--- src/rtl/program_loader_if.sv ---
// Command, byte-stream and memory-load signals between the boot loader and its
// host/memories. master = loader side, slave = host/memory side.
interface program_loader_if;
  logic        start;
  logic        target;
  logic [31:0] base_addr;
  logic [15:0] word_count;
  logic        byte_valid;
  logic [7:0]  byte_data;
  logic        byte_ready;
  logic        IMLD;
  logic [31:0] IMWD;
  logic [31:0] IMA;
  logic        DMLD;
  logic [31:0] DMWD;
  logic [31:0] DMA;
  logic        core_rst;
  logic        busy;
  logic        done;
  logic        error;

  modport master (
    input  start, target, base_addr, word_count, byte_valid, byte_data,
    output byte_ready, IMLD, IMWD, IMA, DMLD, DMWD, DMA, core_rst, busy, done, error
  );

  modport slave (
    output start, target, base_addr, word_count, byte_valid, byte_data,
    input  byte_ready, IMLD, IMWD, IMA, DMLD, DMWD, DMA, core_rst, busy, done, error
  );
endinterface

--- src/rtl/program_loader.sv ---
// Boot loader: packs a little-endian byte stream into 32-bit words and writes them
// to instruction or data memory, holding the core in reset until the image is in.
module program_loader #(
  parameter int DEPTH = 64,
  parameter int STEP  = 4
) (
  input  logic             clk,
  input  logic             rst,
  program_loader_if.master bus
);
  localparam logic [15:0] DEPTH_W = 16'(DEPTH);
  localparam logic [31:0] STEP_W  = 32'(STEP);

  typedef enum logic [1:0] {IDLE, RECV, WRITE, DONE} state_t;

  typedef struct packed {
    logic        tgt;
    logic [31:0] addr;
    logic [15:0] remaining;
  } cmd_t;

  state_t      state, state_nx;
  cmd_t        cmd;
  logic [1:0]  byte_idx;
  logic [23:0] word_lo;
  logic        accept, bad_count;

  logic        byte_ready, busy, done, error, core_rst;
  logic        im_ld, dm_ld;
  logic [31:0] im_wd, im_a, dm_wd, dm_a;
  logic        byte_ready_nx, busy_nx, done_nx, im_ld_nx, dm_ld_nx;

  assign accept    = (state == RECV) && bus.byte_valid;
  assign bad_count = (bus.word_count == 16'd0) || (bus.word_count > DEPTH_W);

  always_ff @(posedge clk) begin
    if (rst) state <= IDLE;
    else     state <= state_nx;
  end

  always_comb begin
    state_nx = state;
    case (state)
      IDLE:    if (bus.start && !bad_count) state_nx = RECV;
      RECV:    if (accept && byte_idx == 2'd3) state_nx = WRITE;
      WRITE:   state_nx = (cmd.remaining == 16'd1) ? DONE : RECV;
      DONE:    state_nx = IDLE;
      default: state_nx = IDLE;
    endcase
  end

  // Outputs are decoded from the next state so every port comes straight off a flop.
  always_comb begin
    byte_ready_nx = (state_nx == RECV);
    busy_nx       = (state_nx == RECV) || (state_nx == WRITE);
    done_nx       = (state_nx == DONE);
    im_ld_nx      = (state_nx == WRITE) && !cmd.tgt;
    dm_ld_nx      = (state_nx == WRITE) &&  cmd.tgt;
  end

  always_ff @(posedge clk) begin
    if (rst) begin
      cmd        <= '0;
      byte_idx   <= 2'd0;
      word_lo    <= 24'd0;
      byte_ready <= 1'b0;
      busy       <= 1'b0;
      done       <= 1'b0;
      im_ld      <= 1'b0;
      dm_ld      <= 1'b0;
      im_wd      <= 32'd0;
      im_a       <= 32'd0;
      dm_wd      <= 32'd0;
      dm_a       <= 32'd0;
      error      <= 1'b0;
      core_rst   <= 1'b1;
    end else begin
      byte_ready <= byte_ready_nx;
      busy       <= busy_nx;
      done       <= done_nx;
      im_ld      <= im_ld_nx;
      dm_ld      <= dm_ld_nx;
      case (state)
        IDLE: begin
          if (bus.start) begin
            if (bad_count) begin
              error <= 1'b1;
            end else begin
              cmd.tgt       <= bus.target;
              cmd.addr      <= bus.base_addr;
              cmd.remaining <= bus.word_count;
              byte_idx      <= 2'd0;
              error         <= 1'b0;
              core_rst      <= 1'b1;
            end
          end
        end
        RECV: begin
          if (accept) begin
            byte_idx <= byte_idx + 2'd1;
            case (byte_idx)
              2'd0: word_lo[7:0]   <= bus.byte_data;
              2'd1: word_lo[15:8]  <= bus.byte_data;
              2'd2: word_lo[23:16] <= bus.byte_data;
              default: begin
                // Only the selected port's data/address move; the other holds.
                if (cmd.tgt) begin
                  dm_wd <= {bus.byte_data, word_lo};
                  dm_a  <= cmd.addr;
                end else begin
                  im_wd <= {bus.byte_data, word_lo};
                  im_a  <= cmd.addr;
                end
              end
            endcase
          end
        end
        WRITE: begin
          cmd.addr      <= cmd.addr + STEP_W;
          cmd.remaining <= cmd.remaining - 16'd1;
          byte_idx      <= 2'd0;
        end
        DONE: core_rst <= 1'b0;
        default: ;
      endcase
    end
  end

  assign bus.byte_ready = byte_ready;
  assign bus.busy       = busy;
  assign bus.done       = done;
  assign bus.error      = error;
  assign bus.core_rst   = core_rst;
  assign bus.IMLD       = im_ld;
  assign bus.IMWD       = im_wd;
  assign bus.IMA        = im_a;
  assign bus.DMLD       = dm_ld;
  assign bus.DMWD       = dm_wd;
  assign bus.DMA        = dm_a;
endmodule

--- src/flat_wrapper.sv ---
// flat-port wrapper written by rule: the top's interface ports become plain ports
module program_loader_flat 
#(
  parameter int DEPTH = 64,
  parameter int STEP  = 4
)
  (clk, rst, bus_start, bus_target, bus_base_addr, bus_word_count, bus_byte_valid, bus_byte_data, bus_byte_ready, bus_IMLD, bus_IMWD, bus_IMA, bus_DMLD, bus_DMWD, bus_DMA, bus_core_rst, bus_busy, bus_done, bus_error);
  program_loader_if bus_i ();
  input  logic clk;
  input  logic rst;
  input wire logic [$bits(bus_i.start)-1:0] bus_start;
  input wire logic [$bits(bus_i.target)-1:0] bus_target;
  input wire logic [$bits(bus_i.base_addr)-1:0] bus_base_addr;
  input wire logic [$bits(bus_i.word_count)-1:0] bus_word_count;
  input wire logic [$bits(bus_i.byte_valid)-1:0] bus_byte_valid;
  input wire logic [$bits(bus_i.byte_data)-1:0] bus_byte_data;
  output wire logic [$bits(bus_i.byte_ready)-1:0] bus_byte_ready;
  output wire logic [$bits(bus_i.IMLD)-1:0] bus_IMLD;
  output wire logic [$bits(bus_i.IMWD)-1:0] bus_IMWD;
  output wire logic [$bits(bus_i.IMA)-1:0] bus_IMA;
  output wire logic [$bits(bus_i.DMLD)-1:0] bus_DMLD;
  output wire logic [$bits(bus_i.DMWD)-1:0] bus_DMWD;
  output wire logic [$bits(bus_i.DMA)-1:0] bus_DMA;
  output wire logic [$bits(bus_i.core_rst)-1:0] bus_core_rst;
  output wire logic [$bits(bus_i.busy)-1:0] bus_busy;
  output wire logic [$bits(bus_i.done)-1:0] bus_done;
  output wire logic [$bits(bus_i.error)-1:0] bus_error;
  assign bus_i.start = bus_start;
  assign bus_i.target = bus_target;
  assign bus_i.base_addr = bus_base_addr;
  assign bus_i.word_count = bus_word_count;
  assign bus_i.byte_valid = bus_byte_valid;
  assign bus_i.byte_data = bus_byte_data;
  assign bus_byte_ready = bus_i.byte_ready;
  assign bus_IMLD = bus_i.IMLD;
  assign bus_IMWD = bus_i.IMWD;
  assign bus_IMA = bus_i.IMA;
  assign bus_DMLD = bus_i.DMLD;
  assign bus_DMWD = bus_i.DMWD;
  assign bus_DMA = bus_i.DMA;
  assign bus_core_rst = bus_i.core_rst;
  assign bus_busy = bus_i.busy;
  assign bus_done = bus_i.done;
  assign bus_error = bus_i.error;
  program_loader #(.DEPTH(DEPTH), .STEP(STEP)) u_core (.clk(clk), .rst(rst), .bus(bus_i));
endmodule
--- config.mk ---
export PLATFORM = sky130hd
export DESIGN_NAME = program_loader_flat
export DESIGN_NICKNAME = d
export VERILOG_FILES = /design/src/rtl/program_loader_if.sv /design/src/rtl/program_loader.sv /design/src/flat_wrapper.sv
export SDC_FILE = /design/constraint.sdc
export NUM_CORES = 1
export LEC_CHECK = 0
export ABC_CLOCK_PERIOD_IN_PS = 2500
export CELL_PAD_IN_SITES_DETAIL_PLACEMENT = 1
export CELL_PAD_IN_SITES_GLOBAL_PLACEMENT = 1
export CORE_UTILIZATION = 41
export CTS_CLUSTER_DIAMETER = 150
export DETAILED_ROUTE_END_ITERATION = 12
export DONT_BUFFER_PORTS = 1
export GPL_ROUTABILITY_DRIVEN = 1
export PLACE_DENSITY_LB_ADDON = 0.1
export SLEW_MARGIN = 20
export SYNTH_ARGS = -nofsm -noshare
export SYNTH_HDL_FRONTEND = slang
export SYNTH_SLANG_ARGS = --single-unit
--- constraint.sdc ---
create_clock -name clk -period 2.5 [get_ports clk]
set_input_delay 0.5 -clock clk [delete_from_list [all_inputs] [get_ports clk]]
set_output_delay 0.5 -clock clk [all_outputs]
set_load 0.05 [all_outputs]
* Yosys cells after proc, flatten, opt, wreduce, memory -nomap -nowiden
Cells that the tools add are included.
Storage, ports and cells: word-level logic and storage cells 80, bits of input ports 61, output and inout bits 135, flip-flop bits (word level) 212
Operators by class: multiplexer cells 15, equal/unequal tests 13, reduce and logical (&&, ||, !) cells 26, order comparisons 1, bitwise logic cells 3, add/subtract/negate cells 3
Operators with widths (count):
- two-way mux 48 bit | 2
- case mux 48 bit (2 select lines) | 1
- adder 32 x 3 -> 32 bit (second input constant) | 1
- AND reduction 3 bit | 6
- == test 16 x 1 -> 1 bit (second input constant) | 1
- > comparator 16 x 7 -> 1 bit (second input constant) | 1
- logical NOT 16 bit | 1
- subtractor 16 x 1 -> 16 bit (second input constant) | 1
- == test 2 bit (second input constant) | 6
- two-way mux 2 bit | 6
- AND reduction 4 bit | 3
- case mux 2 bit (4 select lines) | 1
- == test 2 x 1 -> 1 bit (second input constant) | 3
- case mux 2 bit (3 select lines) | 1
- logical AND 1 bit | 5
- logical NOT 2 bit | 2
- != test 2 bit (second input constant) | 2
- nonzero test 2 bit | 2
- two-way mux 1 bit | 3
- inverter 1 bit | 3
- nonzero test 3 bit | 1
- OR reduction 3 bit | 1
- adder 2 x 1 -> 2 bit (second input constant) | 1
- logical NOT 1 bit | 2
- other kinds (4) | 5

* Logic depth before layout (Yosys ltp)
Gate-level depths: netlist of the first run.
depth in word-level cells 8, depth in mapped cells 9, mapped depth without buffers 7

* Least setup slack after synthesis of the first run
No wires, ideal clock.
path kind input to register, start point in bus_word_count[1], end point reg u_core.done, in the netlist u_core.bus.done, path slack -209 ps, stages 9, setup time 131 ps, data arrival time 2578 ps, cell sequence or4_4 > or4_4 > buf_6 > a41o_1 > buf_2 > a21oi_1 > inv_1 > ha_1 > nor2b_1
On the way: cells in the longest elaborated chain, start to end 7
RTL lines:
- start, declared | line flat_wrapper.sv:14 | input wire logic [$bits(bus_i.word_count)-1:0] bus_word_count;
- > comparator 16 x 7 -> 1 bit / logical NOT 16 bit (equally long branches) | line program_loader.sv:34 | assign bad_count = (bus.word_count == 16'd0) || (bus.word_count > DEPTH_W);
- logical OR 1 bit (*) | line program_loader.sv:34
- logical NOT 1 bit (*) | line program_loader.sv:44 | IDLE: if (bus.start && !bad_count) state_nx = RECV;
- logical AND 1 bit (*) | line program_loader.sv:44
- two-way mux 2 bit (*) | line program_loader.sv:44
- case mux 2 bit (4 select lines) (*) | line program_loader.sv:43 | case (state)
- named net u_core.state_nx[0] | line program_loader.sv:22 | state_t state, state_nx;
- == test 2 bit (*) | line program_loader.sv:56 | done_nx = (state_nx == DONE);
- named net u_core.done_nx | line program_loader.sv:31 | logic byte_ready_nx, busy_nx, done_nx, im_ld_nx, dm_ld_nx;
- end signal, assigned | line program_loader.sv:80 | done <= done_nx;
- end, declared | line program_loader.sv:28 | logic byte_ready, busy, done, error, core_rst;
The timed path passes the listed nets; every way through them passes the cells marked *. A chain may end at the register's enable or synchronous reset.

* Worst setup path in the final report of the first run
start point reg u_core.cmd[18] (netlist name), end point reg u_core.cmd[44] (netlist name)
On the way: cells in the longest elaborated chain, start to end 2
RTL lines:
- start, declared | line program_loader.sv:23 | cmd_t cmd;
- adder 32 x 3 -> 32 bit | line program_loader.sv:119 | cmd.addr <= cmd.addr + STEP_W;
- case mux 48 bit (2 select lines) | line program_loader.sv:83 | case (state)
Every way passes these cells.

==> impl_metrics.json, run 1 <==
{
  "post_synthesis_cell_type_count": 59,
  "drt_drc_violations_left": 0,
  "nNetsFinal": 1174,
  "worstPathArrival_ps": 2700,
  "gp_routability_congestion": 0.790,
  "synthToLayoutAreaGrowth_pct": 15.1,
  "cts_buf_count": 24,
  "multiInputGateArea_mm2": 0.00415,
  "timing.setup.critical_path_class": "reg -> reg",
  "cts.path.max_buffers": 3,
  "ys_async_sr_fraction_pct": 0,
  "synth_edf_count": 0,
  "synthesis.area_mm2": 0.00878,
  "clk_transition_reported_paths_ps": 60,
  "cts.htree.levels": 1,
  "drtPass1Iterations": 7,
  "worst_slew_pin_slew_ps": 643,
  "globalRouteOverflowTotal": 0,
  "grt_first_pass_wirelength_um": 44100,
  "cts.hold.buffers_added": 0,
  "layout_cells_sized_above_1_pct": 11.4,
  "top_cells_by_count_synth": "sky130_fd_sc_hd__nand2_1 (355), sky130_fd_sc_hd__dfxtp_1 (212), sky130_fd_sc_hd__a21oi_1 (197)",
  "period_needed_ps": 2270,
  "drt_first_iter_violations": 380,
  "top_level_ports": 196,
  "route.vias.total": 7836,
  "grt_max_degree": 207,
  "cp.required_ps": 2930,
  "crit_path_start_kind": "flop",
  "cell_with_the_most_instances_after_synthesis": "sky130_fd_sc_hd__nand2_1",
  "post-route-worst-setup-slack_ps": 234,
  "dominant_synthesized_flop_cell": "sky130_fd_sc_hd__dfxtp_1",
  "worst_hold_path_type": "in -> reg",
  "synthesis_warning_total": 0,
  "global_route.usage.met3_pct": 6.84,
  "final-setup-viol-count": 0,
  "ff2ff_path_depth": 6,
  "rows": 53,
  "fin_worst_skew_ps": 8.36,
  "grt.met1_usage_pct": 30.8,
  "placeableCoreArea_mm2": 0.0210,
  "cts_tree": "built",
  "place.port_buffers": 0,
  "cap_viol_max_count": 0,
  "pwr_density_cell_mw_per_mm2": 699,
  "synthDominantCellAreaShare_pct": 48.3,
  "grtUsageTotal_pct": 25.4,
  "grt_use_met2_pct": 43.9,
  "timing.final.max_slew_violations": 0,
  "cts_root_buf": "sky130_fd_sc_hd__clkbuf_16",
  "wirelength_routed_um": 28300,
  "filler_cell_count": 2545,
  "syn-num-nets": 1180,
  "worstHoldPathCells": 1,
  "outcome": "completed",
  "dieArea_mm2": 0.0220,
  "netlist.top_cell.by_area": "sky130_fd_sc_hd__dfxtp_1",
  "pre_cts_ws_ps": -44.3,
  "syn-instance-count": 1109,
  "wl_per_cell_um": 20.3,
  "cts_setup_buffers": 0,
  "max-vdd-ir-drop_v": 0.000391,
  "yosys-top-cells-area": "sky130_fd_sc_hd__dfxtp_1 (48%), sky130_fd_sc_hd__nand2_1 (15%), sky130_fd_sc_hd__a21oi_1 (11%)",
  "post_cts_resize_count": 0,
  "finalHoldViolCount": 0,
  "max_clock_freq_mhz": 441,
  "via_count_of_the_first_global_routing_pass": 7862,
  "floorplan.die.height_um": 148,
  "setup_total_negative_slack_ps": 0,
  "chip_width_um": 148,
  "sequential_cell_area_mm2": 0.00424,
  "timing.critical_path.to_type": "flop",
  "dp.final_hpwl_um": 18800,
  "timing.critical_path.fanout_max": 5,
  "route.detailed.vias_per_inst": 5.61,
  "synth_seq_cells": 212,
  "clock_latency_ps": 510,
  "postRouteAntennaNets": 0,
  "final_min_period_over_clock_period_pct": 90.6,
  "synth_seq_area_share_pct": 48.3,
  "cts.sink_count": 212,
  "static-leakage-power_nw": 3.24,
  "initial_antenna_violation_count": 1,
  "grt_setup_unrepaired": "no",
  "grt_most_used_layer": "met2",
  "initial_utilization_pct": 41.8,
  "max-slew-margin-rel_pct": 57.1,
  "syn_area_per_cell_um2": 7.92
}
final timing paths:
path	slack (ps)	start	endpoint
worst max-delay path	230	u_core.cmd[18]	u_core.cmd[44]
worst min-delay path	70	rst	u_core.bus.DMA[10]
worst max register to register	230	u_core.cmd[18]	u_core.cmd[44]
worst min register to register	460	u_core.cmd[12]	u_core.cmd[12]
cell families after synthesis:
kind of cell / synth area share (%)
DFF: 48.3
muxes: 0.242
adders and majority gates: 1.43
and+or+nand+nor: 23.8
AOI/OAI and AO/OA: 21.5
buffers and inverters: 4.75
registers in the layout (all words and copies together) (netlist names), 2 cells and up:
register / count
u_core.bus.IMWD: 32
u_core.bus.DMA: 32
u_core.state: 2
u_core.word_lo: 24
u_core.cmd: 49
u_core.byte_idx: 2
u_core.bus.DMWD: 32
u_core.bus.IMA: 32
critical path: stages (launching register included):
cell and delay [ps]:
sky130_fd_sc_hd__dfxtp_1 340, sky130_fd_sc_hd__ha_1 230, sky130_fd_sc_hd__nand4_1 170, sky130_fd_sc_hd__or4_1 540, sky130_fd_sc_hd__nor4_1 400, sky130_fd_sc_hd__mux2_2 380
sky130_fd_sc_hd__a21oi_1 120
metrics by stage:
step	area, um^2	power, mW	instances	hold WS, ps	util, %
global placement	9280	3.50	1352	452	44.2
floorplan	8800	3.54	1109	445	-
global route	10100	7.31	1395	47.9	48.0
finish	10100	7.06	1397	66.4	48.1
detailed placement	9280	3.50	1352	461	44.2
CTS	10100	7.15	1395	42.3	48.0
metal layers:
layer | routed length, um | vias up
met5 | 0 | -
met4 | 633 | 0
met3 | 2090 | 40
met2 | 13700 | 180
met1 | 11900 | 3796
li1 | - | 3820
layout by cell type (no fill, tap or decap), types with 7 or more instances in the layout:
cell type | netlist | final
sky130_fd_sc_hd__nor2_1 | 30 | 29
sky130_fd_sc_hd__clkbuf_16 | 0 | 25
sky130_fd_sc_hd__or3_1 | 9 | 9
sky130_fd_sc_hd__inv_1 | 15 | 14
sky130_fd_sc_hd__buf_4 | 0 | 44
sky130_fd_sc_hd__o21ai_0 | 21 | 21
sky130_fd_sc_hd__a21oi_1 | 197 | 196
sky130_fd_sc_hd__nand2_1 | 355 | 355
sky130_fd_sc_hd__ha_1 | 10 | 10
sky130_fd_sc_hd__o22ai_1 | 7 | 7
sky130_fd_sc_hd__a211oi_2 | 8 | 8
sky130_fd_sc_hd__nor4_1 | 11 | 11
sky130_fd_sc_hd__buf_12 | 0 | 8
sky130_fd_sc_hd__nor3_1 | 17 | 17
sky130_fd_sc_hd__dfxtp_1 | 212 | 212
sky130_fd_sc_hd__nand3_1 | 18 | 17
cell type report:
class / count / share of cell area, %
flip-flops and latches: 212 / 42.0
multi-input cells: 798 / 41.0
clock buffers: 34 / 6.82
repair buffers: 52 / 4.85
well taps: 275 / 3.41
clock inverters: 9 / 1.26
inverters: 15 / 0.557
diodes: 2 / 0.0495
report_power, final:
part / switching (mW) / internal [mW] / total (mW) / leakage (nW)
logic: 0.0235 / 0.0199 / 0.0434 / 1.13
registers: 0.00537 / 3.38 / 3.38 / 1.71
clock network: 1.41 / 2.23 / 3.64 / 0.403
total: 1.44 / 5.63 / 7.06 / 3.24
(Power assumes the default switching activity.)
==> inputs of run 2 (changes only) <==
Settings changed: CORE_ASPECT_RATIO from default to 1.2.
==> run 2 against run 1 <==
  * Clock skew is 5.2 ps higher
  * Core utilization is 0.29 points lower
  * Worst hold slack better by 10 ps
  * Clock power is 5.5% lower
  * Sequential share of layout area is 0.35 points higher
  * Maximum frequency is 2.9% lower
  * Sequential cell count stayed put
  * Worst setup slack worse by 68 ps
  * Wire length is 1.0% lower
  * Largest cell class unchanged
==> impl_metrics.json, run 2 (synthesized netlist as in run 1, its figures left out) <==
{
  "outcome": "completed",
  "drtPass1Iterations": 4,
  "pwr_density_cell_mw_per_mm2": 686,
  "grt_max_degree": 207,
  "postRouteAntennaNets": 0,
  "clock_power_share_pct": 50.1,
  "layout_cells_sized_above_1_pct": 10.9,
  "grt_first_pass_wirelength_um": 43600,
  "cts_tree": "built",
  "internal-power_mw": 5.47,
  "cts_buf_count": 23,
  "cts.htree.levels": 1,
  "setup_total_negative_slack_ps": 0,
  "grt.met1_usage_pct": 29.8,
  "initial_antenna_violation_count": 1,
  "globalRouteOverflowTotal": 0,
  "placeableCoreArea_mm2": 0.0210,
  "cts.sink_count": 212,
  "layout.cells.most_common_list": "sky130_fd_sc_hd__nand2_1 (355), sky130_fd_sc_hd__dfxtp_1 (212), sky130_fd_sc_hd__a21oi_1 (196), sky130_fd_sc_hd__buf_4 (35), sky130_fd_sc_hd__nor2_1 (29)",
  "gp_routability_congestion": 0.802,
  "max-slew-margin-rel_pct": 53.7,
  "top_level_ports": 196,
  "cts_root_buf": "sky130_fd_sc_hd__clkbuf_16",
  "timing.final.max_slew_violations": 0,
  "timing.critical_path.fanout_max": 6,
  "crit_path_start_kind": "flop",
  "cap_viol_max_count": 0,
  "grt_most_used_layer": "met2",
  "final_min_period_over_clock_period_pct": 93.4,
  "grtUsageTotal_pct": 25.3,
  "finalHoldViolCount": 0,
  "layout.cells.most_common": "sky130_fd_sc_hd__nand2_1",
  "cts.path.max_buffers": 3,
  "max_clock_freq_mhz": 428,
  "timing.setup.critical_path_class": "reg -> reg",
  "cts_setup_buffers": 0,
  "p_seq_share_pct": 49.3,
  "chip_width_um": 136,
  "via_count_of_the_first_global_routing_pass": 7788,
  "period_needed_ps": 2330,
  "timing.critical_path.to_type": "flop",
  "clk_transition_reported_paths_ps": 60,
  "synthToLayoutAreaGrowth_pct": 14.1,
  "nNetsFinal": 1166,
  "stdcell_count": 1381,
  "rows": 58,
  "dp.final_hpwl_um": 18600,
  "worst_slew_pin_slew_ps": 693,
  "max-vdd-ir-drop_v": 0.000512,
  "global_route.usage.met3_pct": 5.99,
  "largest_register": "u_core.cmd",
  "wirelength_routed_um": 28000,
  "hold_slack_ps": 76.6,
  "route.detailed.vias_per_inst": 5.67,
  "dieArea_mm2": 0.0220,
  "grt_use_met2_pct": 44.3,
  "power_share_of_the_combinational_group_pct": 0.6,
  "wl_per_cell_um": 20.3,
  "static-leakage-power_nw": 3.20,
  "clock_latency_ps": 510,
  "drt_drc_violations_left": 0,
  "cts.hold.buffers_added": 0,
  "power.switching_fraction_pct": 20.3,
  "initial_utilization_pct": 41.9,
  "total_switching_power_mw": 1.40,
  "worst_hold_path_type": "in -> reg",
  "drt_first_iter_violations": 407,
  "fin_worst_skew_ps": 13.5,
  "final-setup-viol-count": 0,
  "floorplan.die.height_um": 162,
  "place.port_buffers": 0,
  "number_of_flip_flops_in_the_largest_register": 49,
  "dp.cells": 1340,
  "cp.required_ps": 2930,
  "worstPathArrival_ps": 2760,
  "grt_setup_unrepaired": "no",
  "route.vias.total": 7832,
  "overall_power_after_layout_mw": 6.87,
  "post_cts_resize_count": 0
}
-- run 2: cell count changes in the layout (fill, tap and decap cells not counted), sizes merged --
cell    delta
buf        -7
bufinv     -2
clkbuf     +1
clkinv     -1
diode      -1
inv        -1
-- run 2: per-stage QoR --
step	setup WS, ps	instance area, um^2	utilization (%)
after floorplan	-56.6	8800	-
after global placement	16.1	9250	44.1
after detailed placement	-11.4	9250	44.1
after CTS	171	10000	47.8
after global routing	0.586	10000	47.8
final	166	10000	47.8
-- run 2: cell type report --
class                      instances  area (um^2)
clock buffer                      35          721
fill                            2527        11000
sequential                       212         4240
inverter                          15         56.3
clock inverter                     5         50.0
antenna                            1         2.50
tap                              270          338
multi-input combinational        798         4150
timing repair buffer              45          463
-- run 2: layer usage --
| metal | vias to the layer above | part of all wire (%) |
|---|---|---|
| met4 | 0 | 3.0 |
| met1 | 3794 | 40 |
| li1 | 3794 | - |
| met3 | 51 | 6.4 |
| met5 | - | 0 |
| met2 | 193 | 50 |
-- run 2: path summary, 6_finish.rpt --
kind	startpoint	endpoint	slack, ps	cells past startpoint
worst min-delay path	rst	u_core.bus.DMA[10]	80	1
worst max-delay path	u_core.cmd[30]	u_core.cmd[44]	170	5
worst min register to register	u_core.cmd[9]	u_core.cmd[9]	470	2
worst max register to register	u_core.cmd[30]	u_core.cmd[44]	170	5
-- run 2: critical path, stage by stage, from the launching register on --
cell,delay [ps]
sky130_fd_sc_hd__dfxtp_1,390
sky130_fd_sc_hd__nand4_1,320
sky130_fd_sc_hd__or4_1,630
sky130_fd_sc_hd__nor4_1,420
sky130_fd_sc_hd__mux2_2,390
sky130_fd_sc_hd__a21oi_1,110
-- run 2: power by group through the flow --
| stage | combinational, mW | sequential (mW) | clock (mW) |
|---|---|---|---|
| CTS | 0.0430 | 3.38 | 3.53 |
| detailed placement | 0.0428 | 3.46 | 0 |
| global route | 0.0468 | 3.38 | 3.67 |
| global placement | 0.0421 | 3.46 | 0 |
| finish | 0.0431 | 3.38 | 3.44 |
| floorplan | 0.0785 | 3.46 | 0 |
